--- config.mk ---
export PLATFORM = sky130hd
export DESIGN_NAME = restoring_div
export DESIGN_NICKNAME = d
export VERILOG_FILES = /design/src/rtl/div_pkg.sv /design/src/rtl/div_uc.sv /design/src/rtl/restoring_div.sv
export SDC_FILE = /design/constraint.sdc
export NUM_CORES = 1
export LEC_CHECK = 0
export ABC_AREA = 1
export BUFFER_PORTS_ARGS = -buffer_cell sky130_fd_sc_hd__buf_4
export CORE_ASPECT_RATIO = 1.2
export CORE_UTILIZATION = 60
export CTS_CLUSTER_DIAMETER = 200
export DETAILED_ROUTE_END_ITERATION = 12
export GPL_TIMING_DRIVEN = 0
export PLACE_DENSITY = 0.83
export SLEW_MARGIN = 20
export SYNTH_ARGS = -nofsm -noshare
export SYNTH_HDL_FRONTEND = slang
export SYNTH_SLANG_ARGS = --single-unit
--- constraint.sdc ---
create_clock -name clk -period 5.1 [get_ports clk]
set_input_delay 1.02 -clock clk [delete_from_list [all_inputs] [get_ports clk]]
set_output_delay 1.02 -clock clk [all_outputs]
set_load 0.05 [all_outputs]
--- src/rtl/div_pkg.sv ---
// Shared definitions for the sequential restoring divider: FSM state encoding
// and the default operand width.
package div_pkg;

  localparam int DIV_N = 4;

  typedef enum logic [1:0] {
    ST_IDLE  = 2'd0,
    ST_SHIFT = 2'd1,
    ST_SUB   = 2'd2,
    ST_DONE  = 2'd3
  } div_state_t;

endpackage

--- src/rtl/div_uc.sv ---
// Control unit of the restoring divider: state machine plus iteration counter,
// producing load/shift/sub_step/fin strobes for the datapath.
module div_uc
  import div_pkg::*;
#(
  parameter int N = DIV_N
) (
  input  logic clk,
  input  logic reset,
  input  logic start,
  input  logic divisor_zero,
  output logic load,
  output logic shift,
  output logic sub_step,
  output logic fin
);

  localparam int CW = $clog2(N + 1);

  div_state_t    state;
  logic [CW-1:0] cnt;

  // Start is only honoured in IDLE, so load must react within the same cycle.
  assign load = (state == ST_IDLE) && start;

  // State, iteration counter and registered step strobes.
  always_ff @(posedge clk) begin
    if (!reset) begin
      state    <= ST_IDLE;
      cnt      <= {CW{1'b0}};
      shift    <= 1'b0;
      sub_step <= 1'b0;
      fin      <= 1'b0;
    end else begin
      case (state)
        ST_IDLE: begin
          sub_step <= 1'b0;
          fin      <= 1'b0;
          if (start) begin
            cnt <= CW'(N);
            if (divisor_zero) begin
              state <= ST_DONE;
              shift <= 1'b0;
            end else begin
              state <= ST_SHIFT;
              shift <= 1'b1;
            end
          end else begin
            state <= ST_IDLE;
            shift <= 1'b0;
          end
        end
        ST_SHIFT: begin
          state    <= ST_SUB;
          shift    <= 1'b0;
          sub_step <= 1'b1;
          // fin marks the subtract that produces the final quotient bit
          fin      <= (cnt == CW'(1));
        end
        ST_SUB: begin
          cnt      <= cnt - CW'(1);
          sub_step <= 1'b0;
          fin      <= 1'b0;
          if (cnt == CW'(1)) begin
            state <= ST_DONE;
            shift <= 1'b0;
          end else begin
            state <= ST_SHIFT;
            shift <= 1'b1;
          end
        end
        ST_DONE: begin
          state    <= ST_IDLE;
          shift    <= 1'b0;
          sub_step <= 1'b0;
          fin      <= 1'b0;
        end
        default: begin
          state    <= ST_IDLE;
          cnt      <= {CW{1'b0}};
          shift    <= 1'b0;
          sub_step <= 1'b0;
          fin      <= 1'b0;
        end
      endcase
    end
  end

endmodule

--- src/rtl/restoring_div.sv ---
// Sequential unsigned restoring divider: one quotient bit per SHIFT/SUB pair,
// with registered quotient, remainder and status outputs.
module restoring_div
  import div_pkg::*;
#(
  parameter int N = DIV_N
) (
  input  logic         clk,
  input  logic         reset,
  input  logic         start,
  input  logic [N-1:0] dividend,
  input  logic [N-1:0] divisor,
  output logic [N-1:0] quotient,
  output logic [N-1:0] remainder,
  output logic         busy,
  output logic         done,
  output logic         div_by_zero
);

  logic         load;
  logic         shift;
  logic         sub_step;
  logic         fin;
  logic         divisor_zero;
  logic [N:0]   a;
  logic [N-1:0] q;
  logic [N-1:0] m;
  logic [N:0]   t;
  logic [N:0]   a_next;
  logic [N-1:0] q_next;

  assign divisor_zero = (divisor == {N{1'b0}});

  div_uc #(.N(N)) u_uc (
    .clk          (clk),
    .reset        (reset),
    .start        (start),
    .divisor_zero (divisor_zero),
    .load         (load),
    .shift        (shift),
    .sub_step     (sub_step),
    .fin          (fin)
  );

  // Trial subtraction; a set MSB of t means the divisor did not fit, so restore.
  always_comb begin
    t      = a - {1'b0, m};
    a_next = a;
    q_next = q;
    if (t[N] == 1'b0) begin
      a_next = t;
      q_next = {q[N-1:1], 1'b1};
    end else begin
      a_next = a;
      q_next = {q[N-1:1], 1'b0};
    end
  end

  // A/Q/M datapath and result/status registers.
  always_ff @(posedge clk) begin
    if (!reset) begin
      a           <= {(N+1){1'b0}};
      q           <= {N{1'b0}};
      m           <= {N{1'b0}};
      quotient    <= {N{1'b0}};
      remainder   <= {N{1'b0}};
      busy        <= 1'b0;
      done        <= 1'b0;
      div_by_zero <= 1'b0;
    end else begin
      done <= 1'b0;
      if (load) begin
        a    <= {(N+1){1'b0}};
        q    <= dividend;
        m    <= divisor;
        busy <= 1'b1;
        if (divisor_zero) begin
          quotient    <= {N{1'b1}};
          remainder   <= dividend;
          div_by_zero <= 1'b1;
          done        <= 1'b1;
        end else begin
          div_by_zero <= 1'b0;
        end
      end else if (shift) begin
        {a, q} <= {a[N-1:0], q, 1'b0};
      end else if (sub_step) begin
        a <= a_next;
        q <= q_next;
        // Results are captured on the final step so they appear with done.
        if (fin) begin
          quotient  <= q_next;
          remainder <= a_next[N-1:0];
          done      <= 1'b1;
        end else begin
          done <= 1'b0;
        end
      end else if (done) begin
        busy <= 1'b0;
      end else begin
        busy <= busy;
      end
    end
  end

endmodule

After elaboration in Yosys (flattened, before gate mapping)
Cells that the tools add are included.
- equal/unequal tests: 9
- reduce and logical (&&, ||, !) cells: 16
- bitwise operators: 1
- muxes and demuxes: 38
- add/sub/neg operators: 2
- operators by type and width (kind ; number):
    two-way mux 4 bit ; 13
    two-way mux 5 bit ; 3
    two-way mux 1 bit ; 13
    nonzero test 2 bit ; 5
    case mux 2 bit (4 select lines) ; 1
    two-way mux 2 bit ; 3
    inequality test 2 bit, second input constant ; 3
    case mux 3 bit (2 select lines) ; 1
    subtractor 5 x 4 -> 5 bit ; 1
    equality test 2 bit, second input constant ; 2
    zero test 4 bit ; 1
    inequality test 2 x 1 -> 1 bit, second input constant ; 2
    case mux 1 bit (2 select lines) ; 2
    AND reduction 2 bit ; 2
    AND reduction 4 bit ; 1
    OR reduction 2 bit ; 2
    equality test 3 x 1 -> 1 bit, second input constant ; 1
    two-way mux 3 bit ; 1
    case mux 1 bit (3 select lines) ; 1
    AND reduction 3 bit ; 1
    nonzero test 3 bit ; 1
    OR reduction 3 bit ; 1
    subtractor 3 x 1 -> 3 bit, second input constant ; 1
    equality test 2 x 1 -> 1 bit, second input constant ; 1
    3 further kinds ; 3
- flip-flop bits (word level): 32
- word-level logic and storage cells: 80
- bits of input ports: 11

Longest topological paths before layout
Gate-level depths: netlist of the first run.
- word-level depth: 6
- mapped depth: 12

Hierarchy
From an unflattened synthesis of the first run, not the netlist that was laid out.
- cell total of the unflattened synthesis: 213
- area total of the unflattened synthesis: 1607.8 um^2
- by module, submodules not included (module ; instances ; area each (um^2) ; cells an instance):
    restoring_div ; 1 ; 1266.2 ; 166
    div_uc ; 1 ; 341.6 ; 47

Least setup slack after synthesis of the first run
OpenSTA, ideal clock, no wires.
- path type: input to register
- start: in divisor[1]
- end: reg remainder[2]
- required time: 4.978 ns
- arrival time: 1.674 ns
- path slack: 3.303 ns
- stages: 8
- path through: nor2_1 -> nand2_1 -> nor2_1 -> inv_2 -> nand2_4 -> clkinv_4 -> nor2_1 -> a21oi_2
- cells in the longest elaborated chain, start to end: 3
- ends and longest elaborated chain (item ; line ; source):
    start: declaration ; restoring_div.sv:12 ; input logic [N-1:0] divisor,
    zero test 4 bit ; restoring_div.sv:32 ; assign divisor_zero = (divisor == {N{1'b0}});
    inequality test 2 x 1 -> 1 bit (no line) ; - ;
    AND reduction 4 bit (no line) ; - ;
    end signal: assignment ; restoring_div.sv:66 ; remainder <= {N{1'b0}};
    end signal: assignment ; restoring_div.sv:79 ; remainder <= dividend;
    end signal: assignment ; restoring_div.sv:93 ; remainder <= a_next[N-1:0];
    end: declaration ; restoring_div.sv:14 ; output logic [N-1:0] remainder,
Every way passes these cells.
A chain may end at the register's enable or synchronous reset.

Worst setup path after layout of the first run
- start: reg remainder[3]
- end: out remainder[3]
No word-level cell between the ends.

==> flow_summary.toml, run 1 <==
[routing]
vias = 1450
drc = 0
via_per_inst = 5.37
routed_wl_um = 3500
ant_nets = 0
route.detailed.wl_per_inst_um = 13.0
drt-initial-drc-count = 41
first_pass_iters = 4

[floorplanning]
start_util_pct = 62.8
die_y_um = 58.4
die_width_um = 49.0
die-area_um2 = 2860
core_um2 = 2530
ios = 22
fp-row-count = 20

[logic_synthesis]
synthFlopType = "dfxtp_1"
seq_area_frac_synth_pct = 40.3
synthesis.area_um2 = 1590
synth-edff-count = 0
yosysWarnings = 0
async_reset_ff_share_pct = 0
ys_seq_elements = 32
synth_most_common_cell = "dfxtp_1"
synthTopCellsByArea = "dfxtp_1 (40%), nand2_1 (7.1%), a21oi_1 (6.0%), nor2_1 (5.9%), inv_1 (5.7%)"
ys_types = 31
synthCells = 208
yosys.area.top_type_share_pct = 40.3
yosys-top-cells-count = "dfxtp_1 (32), nand2_1 (30), nor2_1 (25)"
synth_area_leader_cell = "dfxtp_1"
syn_area_per_cell_um2 = 7.63
syn_nets = 226

[grt]
grt_util_all_layers_pct = 27.1
grt_start_max_net_pins = 11
grt_pass1_vias = 1405
grt_pass1_wl_um = 5810
antenna_found_initial = 0
grt-ovfl-total = 0

[clock_tree]
cts_sinks = 32
numCtsBuffers = 5
ctsResizeCount = 0
clk_latency_ns = 0.32
htreeDepth = 2
cts_tree = "yes"
path_clk_slew_ns = 0.09
clockBufferDepth = 2
cts-root-buf = "clkbuf_4"
ctsHoldBuffers = 0
postCtsSetupRepairBufs = 0

[finish]
syn2layout_area_growth_pct = 16.2
n_antenna_cell = 0
finish.net_count = 254
drive_above_1_share_pct = 21.1
nFillCells = 214
fin_cells = 270
design_area_um2 = 1850

[worst_setup_path]
critical_path_buf_inv_count = 1
r2r_start = "a[0]"
critPathRequiredTime_ns = 4.08
rrSetupSlack_ns = 3.21
critPathKind = "register to primary output"
cp-end-kind = "primary output"
crit_arrival_ns = 0.90
crit_path_cell_trace = "buf_4"
cp_top_family = "flip-flops"
crit_path_start = "remainder[3]"
path_max_fanout = 2
cp_slowest_cell = "dfxtp_1"
max_stage_delay_ns = 0.37
setup.worst_path.start_class = "register"

[timing]
worstMarginPinSlew_ns = 0.440
fin_worst_skew_ns = 0.00826
period_share_pct = 37.7
finalSetupViolations = 0
hold_viol = 0
min_period_ns = 1.92
fin_setup_tns_ns = 0
rsz0062_at_grt = "no"
max-slew-margin-rel_pct = 70.7
max_freq_mhz = 520
report.final.slew_viol_count = 0

[placement]
dp_hpwl_um = 2740
placed_cell_area_um2 = 1790
placed_cells = 262
place_congestion = 0.901
numPortBuffers = 21

[flow_run]
drv_cap = 0

[power]
power.internal_uw = 375
combPwrFrac_pct = 22.8
peakVddDrop_v = 0.000251
switching_power_uw = 167
power_switching_share_pct = 30.8
pwr-share-seq_pct = 50.0
power.share.clock_pct = 27.2
p_per_area_nw_per_um2 = 294
p_leak_uw = 0.000844

[min_path]
hold_path_class = "register to register"
hp-start = "done"

[status]
status = "completed"
-- layer usage --
metal	track usage (%)	part of all wire [%]	vias to the layer above
li1	-	-	741
met1	28.7	41	655
met2	49.6	53	42
met3	7.75	3.8	12
met4	13.0	2.4	0
met5	0	0	-
-- power groups by stage --
stage	Clock, µW	Combinational, µW	Sequential [µW]
6_report	147	124	271
5_1_grt	160	137	273
4_1_cts	151	123	271
3_5_place_dp	0	123	277
3_3_place_gp	0	118	277
2_1_floorplan	0	84.0	283
-- flip-flops by register name, summed over array words and instances (netlist names) --
name,cells
m,4
div_by_zero,1
q,4
remainder,4
u_uc.sub_step,1
u_uc.fin,1
u_uc.shift,1
u_uc.state,2
quotient,4
a,5
done,1
busy,1
u_uc.cnt,3
-- worst paths after layout --
| check | endpoint | depth (start not counted) |
|---|---|---|
| setup / recovery | remainder[3] | 1 |
| hold / removal | busy | 1 |
| setup reg to reg | a[3] | 11 |
| hold reg to reg | busy | 1 |
-- layout by cell type (no fill, tap or decap), drive strengths merged, types with 2 or more instances in the layout --
| cell | instances |
|---|---|
| ha | 6 |
| xnor2 | 2 |
| a22oi | 4 |
| nand3 | 18 |
| a31oi | 4 |
| or2 | 4 |
| clkinv | 2 |
| dfxtp | 32 |
| clkbuf | 9 |
| a21oi | 20 |
| nand2 | 35 |
| inv | 27 |
| buf | 24 |
| o211ai | 2 |
| nor2 | 29 |
| o21ai | 11 |
| nand3b | 2 |
| nor3 | 2 |
-- metrics by stage --
step / util (%) / setup WS (ns) / hold WS [ns] / total power (µW)
finish: 73.0 / 3.18 / 0.463 / 542
global route: 73.0 / 3.09 / 0.470 / 570
CTS: 73.0 / 3.18 / 0.463 / 546
detailed placement: 70.7 / 2.97 / 0.442 / 400
global placement: 70.7 / 2.97 / 0.447 / 395
floorplan: - / 3.30 / 0.433 / 367
-- area by class of cell --
type,count,area [µm²],area share (%)
plain buffers,4,18.8,1.02
clock buffers,8,58.8,3.19
inverters,29,119,6.44
multi-input cells,143,810,43.9
flip-flops and latches,32,641,34.7
well taps,33,41.3,2.24
repair buffers,21,158,8.54
-- kinds of logic (layout without fill, tap and decap cells) --
logic type	after synthesis	in the layout	synth area share, %
adder cells (fa/ha/maj)	7	7	5.99
AND/OR/NAND/NOR	90	90	28.1
AO/OA/AOI/OAI	44	44	15.8
XOR/XNOR	2	2	1.10
buffers and inverters	33	62	8.67
flip-flops	32	32	40.3
No activity file was read; power rests on OpenSTA's default activity.
==> run 2: changes to the inputs <==
ABC_AREA = 0   (was 1)
CORE_UTILIZATION = 55   (was 60)
PLACE_DENSITY = 0.77   (was 0.83)
clock period = 1.78 ns   (was 5.1 ns; I/O delays follow)
==> run 2 against run 1 <==
  * The run now ends with setup timing left
  * Die area increased by 4.2%
  * Synthesized cell count decreased by 17%
  * First-iteration DRC count increased by 29%
  * Clock power increased to 2.5 times the previous value
  * Non-clock buffer count increased by 7
  * Hold slack got worse by 0.18 ns
==> flow_summary.toml, run 2 <==
[status]
status = "finished with violations"
violations = "setup timing"

[logic_synthesis]
seq_area_frac_synth_pct = 42.2
synthesis.area_um2 = 1520
yosys-top-cells-count = "dfxtp_1 (32), a21oi_1 (18), nor2_1 (18)"
ys_types = 45
synth-edff-count = 0
synth-xor-area-share_pct = 1.15
ys_seq_elements = 32
synthCells = 173
synth_fa_ha_area_share_pct = 6.26
synth_area_leader_cell = "dfxtp_1"
synthSimpleGateAreaFrac_pct = 19.8
synthFlopType = "dfxtp_1"
synth_most_common_cell = "dfxtp_1"
async_reset_ff_share_pct = 0
synth_top_family_by_area = "simple AND/OR/NAND/NOR gates"
yosysWarnings = 0
syn_nets = 191
yosys.area.top_type_share_pct = 42.2
syn_area_per_cell_um2 = 8.78
synthMuxAreaShare_pct = 7.58
synth_compound_area_share_pct = 17.6
synthTopCellsByArea = "dfxtp_1 (42%), a21oi_1 (5.9%), ha_1 (4.9%), mux2i_1 (4.6%), nor2_1 (4.4%)"

[power]
p_leak_uw = 0.000755
p_total_uw = 1510
peakVddDrop_v = 0.000744
p_per_area_nw_per_um2 = 804

[timing]
min_period_ns = 1.88
period_share_pct = 105
max_freq_mhz = 533
worst_slack_ns = -0.0964
report.final.slew_viol_count = 0
fin_setup_tns_ns = -0.569
max-slew-margin-rel_pct = 55.8
hold_viol = 0
finalSetupViolations = 8
fin_worst_skew_ns = 0.00659
worstMarginPinSlew_ns = 0.657
rsz0062_at_grt = "yes"

[routing]
drc = 0
ant_nets = 0
first_pass_iters = 4
vias = 1368
routed_wl_um = 3590
via_per_inst = 5.75
route.detailed.wl_per_inst_um = 15.1
drt-initial-drc-count = 53

[worst_setup_path]
max_stage_delay_ns = 0.35
setup.worst_path.start_class = "register"
crit_arrival_ns = 2.08
crit_path_cell_trace = "inv_2 > ha_4 > inv_2 > fa_2 > nand3_4 > and3_4 > nor2_4 > mux2i_1 > o221ai_1"
critPathRequiredTime_ns = 1.99
r2r_start = "a[0]"
crit_path_start = "a[0]"
critical_path_buf_inv_count = 2
critPathKind = "register to register"
path_max_fanout = 5
cp-end-kind = "register"
cp_slowest_cell = "dfxtp_2"
cp_top_family = "simple AND/OR/NAND/NOR gates"
crit_path_frequent_cell = "inv_2"

[floorplanning]
ios = 22
fp-row-count = 20
die-area_um2 = 2980
die_y_um = 59.6
start_util_pct = 58.9
die_width_um = 50.0
core_um2 = 2580

[grt]
antenna_found_initial = 0
grt_util_all_layers_pct = 26.5
grt_start_max_net_pins = 11
grt_pass1_vias = 1279
grt_pass1_wl_um = 5750
grt-ovfl-total = 0

[finish]
layout_commonest_cell = "dfxtp_1"
finish.net_count = 223
largest-register = "a"
drive_above_1_share_pct = 25.4
layout_common_cells = "dfxtp_1 (30), buf_4 (25), nor2_1 (17), nand2_1 (17), a21oi_1 (16)"
largest_register_ffs = 5
nFillCells = 201
n_antenna_cell = 0
syn2layout_area_growth_pct = 24.1

[clock_tree]
clk_latency_ns = 0.33
cts_tree = "yes"
cts_sinks = 32
clockBufferDepth = 2
htreeDepth = 2
cts-root-buf = "clkbuf_4"
path_clk_slew_ns = 0.09
ctsHoldBuffers = 0
numCtsBuffers = 5

[placement]
dp_hpwl_um = 2550
dp_slack_ns = -0.214
place_congestion = 0.972
numPortBuffers = 21

[min_path]
hold_path_class = "primary input to register"
hp-start = "divisor[1]"

[flow_run]
drv_cap = 0
## run 2: changes by cell type after synthesis, moves of 4 or more
| cell | change |
|---|---|
| nand2_1 | -13 |
| o21ai_0 | -8 |
| a22oi_1 | -4 |
| inv_1 | -11 |
| nand3_1 | -11 |
| nor2_1 | -7 |
| mux2i_1 | +7 |
## run 2: cells by family (layout without fill, tap and decap cells)
group           Yosys count  count (layout)
compound gates           41              41
buf+inv                  20              52
simple gates             61              61
flops                    32              32
mux                      10              10
xor+xnor                  2               2
fa+ha+maj                 7               7
## run 2: worst min-delay path, stage by stage
cell and delay [ns]:
buf_4 0.12, nand2_1 0.05, a21oi_1 0.05
## run 2: layer usage
metal  up-vias  GRT usage, %  wire [µm]
met5         -             0          0
met1       640          29.7       1460
li1        682             -          -
met4         0          10.6         41
met2        41          48.1       1900
met3         5          6.15        188
## run 2: final timing paths
kind	endpoint	slack, ns	cells past startpoint
setup / recovery	remainder[1]	-0.1	9
hold / removal	m[1]	0.28	3
setup reg to reg	remainder[1]	-0.1	9
hold reg to reg	div_by_zero	0.46	2
## run 2: where the power goes
group          switching (µW)  total (µW)  leakage [µW]  internal, µW
logic                     199         359      0.000465           160
clock network             228         373     0.0000281           145
registers                31.6         783      0.000262           751
## run 2: cell type report
cell class / instances / area, µm² / share of cell area, %
buffer: 7 / 35.0 / 1.86
clock buffer: 6 / 41.3 / 2.19
clock inverter: 1 / 5.00 / 0.266
inverter: 13 / 48.8 / 2.59
multi-input combinational: 121 / 882 / 46.8
sequential: 32 / 643 / 34.1
tap: 33 / 41.3 / 2.19
timing repair buffer: 25 / 188 / 9.96
## run 2: metrics by stage
| step | hold slack (ns) | area, µm² | utilization [%] | std cells |
|---|---|---|---|---|
| 3_3_place_gp | 0.448 | 1740 | 67.4 | 227 |
| 3_5_place_dp | 0.451 | 1740 | 67.4 | 227 |
| 5_1_grt | 0.270 | 1880 | 73.1 | 238 |
| 6_report | 0.282 | 1880 | 73.1 | 238 |
| 4_1_cts | 0.271 | 1860 | 72.0 | 237 |
| 2_1_floorplan | 0.436 | 1540 | - | 173 |
## run 2: timing repair
action / CTS / global route
gates resized for setup: 16 / 5
cloned: 0 / 0
hold endpoints to repair: 0 / 0
pin swaps: 5 / 3
buffers inserted: 3 / 1
setup endpoints to repair: 9 / 13
==> run 3: changes to the inputs <==
BUFFER_PORTS_ARGS = default   (was -buffer_cell sky130_fd_sc_hd__buf_4)
CORE_UTILIZATION = 61   (was 55)
DONT_BUFFER_PORTS = 1   (was default)
==> run 3 against run 2 <==
  * Via count down 4.5%
  * Utilization up 0.79 points
  * Critical endpoint unchanged
  * The run still ends with setup timing left
  * Critical path depth unchanged
  * Final cell count down 10%
  * Power up 0.66%
  * Flip-flop and latch count unchanged
  * Hold slack worse by 0.13 ns
  * Fmax up 1.6%
==> flow_summary.toml, run 3 (synthesized netlist as in run 2, its figures left out) <==
[floorplanning]
core_um2 = 2330
fp-row-count = 19
die_width_um = 47.6
die_y_um = 56.7
start_util_pct = 65.2
ios = 22
die-area_um2 = 2690

[finish]
layout_common_cells = "dfxtp_1 (30), nor2_1 (17), nand2_1 (17)"
finish.net_count = 200
drive_above_1_share_pct = 16.4
largest_register_ffs = 5
layout_commonest_cell = "dfxtp_1"
final_core_util_pct = 73.9
fin_cells = 214
syn2layout_area_growth_pct = 13.3
largest-register = "a"
nFillCells = 203
n_antenna_cell = 0

[grt]
antenna_found_initial = 0
grt-ovfl-total = 0
grt_pass1_wl_um = 5510
grt_start_max_net_pins = 11
grt_pass1_vias = 1299
grt_util_all_layers_pct = 29.4

[worst_setup_path]
crit_arrival_ns = 2.05
path_max_fanout = 5
critPathRequiredTime_ns = 1.98
cp-end-kind = "register"
setup.worst_path.start_class = "register"
critPathKind = "register to register"

[power]
power.share.clock_pct = 28.5
combPwrFrac_pct = 18.9
peakVddDrop_v = 0.000703
power_switching_share_pct = 29.8
switching_power_uw = 455
p_per_area_nw_per_um2 = 886
pwr-share-seq_pct = 52.6
power.internal_uw = 1070
p_leak_uw = 0.000641

[placement]
numPortBuffers = 0
dp_hpwl_um = 2510
placed_cells = 204
dp_slack_ns = -0.248
place_congestion = 0.913

[clock_tree]
clk_latency_ns = 0.33
htreeDepth = 2
ctsHoldBuffers = 0
numCtsBuffers = 5
cts_tree = "yes"
cts_sinks = 32
path_clk_slew_ns = 0.10
cts-root-buf = "clkbuf_4"
clockBufferDepth = 2

[routing]
drt-initial-drc-count = 49
first_pass_iters = 4
vias = 1306
routed_wl_um = 3430
drc = 0
route.detailed.wl_per_inst_um = 16.0
via_per_inst = 6.10
ant_nets = 0

[status]
violations = "setup timing"
status = "finished with violations"

[timing]
max-slew-margin-rel_pct = 59.6
rsz0062_at_grt = "yes"
report.final.slew_viol_count = 0
hold_slack_ns = 0.148
period_share_pct = 104
worst_slack_ns = -0.0664
min_period_ns = 1.85
finalSetupViolations = 8
fin_worst_skew_ns = 0.00568
hold_viol = 0
worstMarginPinSlew_ns = 0.601
max_freq_mhz = 542

[flow_run]
drv_cap = 0

[min_path]
hold_path_class = "primary input to register"
[run 3: layout make-up]
class                      count  area, µm²  share of cell area [%]
multi-input combinational    121        882                    51.2
sequential                    32        643                    37.4
clock buffer                   8       58.8                    3.42
inverter                      13       48.8                    2.83
tap                           31       38.8                    2.25
buffer                         7       35.0                    2.03
timing repair buffer           2       15.0                   0.872
[run 3: timing repair]
item / CTS / global route
hold endpoints to repair: 0 / 0
pin swaps: 7 / 5
buffers inserted: 1 / 1
gates resized for setup: 14 / 8
setup endpoints to repair: 10 / 11
[run 3: worst paths after layout]
| kind | startpoint | endpoint | slack [ns] | cells past startpoint |
|---|---|---|---|---|
| max | a[0] | remainder[1] | -0.07 | 9 |
| min | divisor[0] | m[0] | 0.15 | 2 |
| min reg2reg | m[1] | m[1] | 0.46 | 2 |
| max reg2reg | a[0] | remainder[1] | -0.07 | 9 |
[run 3: critical path, cell delays in order, from the launching register on]
cell and delay [ns]:
dfxtp_2 0.36, inv_2 0.06, ha_4 0.15, inv_2 0.05, fa_2 0.22, nand3_4 0.10, and3_4 0.21, nor2_4 0.19
mux2i_1 0.25, o221ai_1 0.13
[run 3: stage by stage]
| step | cell area (µm²) | power [µW] | setup TNS (ns) |
|---|---|---|---|
| after detailed placement | 1580 | 1060 | -1.55 |
| after global placement | 1580 | 1050 | -0.981 |
| final | 1720 | 1520 | -0.433 |
| after CTS | 1690 | 1500 | -0.568 |
| after floorplan | 1540 | 1010 | 0 |
| after global routing | 1720 | 1580 | -1.02 |
[run 3: power groups by stage]
| stage | Clock, µW | Combinational, µW | Sequential (µW) |
|---|---|---|---|
| after floorplan | 0 | 199 | 808 |
| final | 435 | 287 | 802 |
| after global routing | 462 | 314 | 808 |
| after detailed placement | 0 | 245 | 817 |
| after CTS | 435 | 267 | 801 |
| after global placement | 0 | 235 | 815 |
[run 3: per-layer routing]
layer  vias up  wire (µm)  GRT usage [%]
met5         -          0              0
met1       603       1430           34.6
met4         0         81           16.3
met2        60       1660           46.4
li1        637          -              -
met3         6        269           8.04
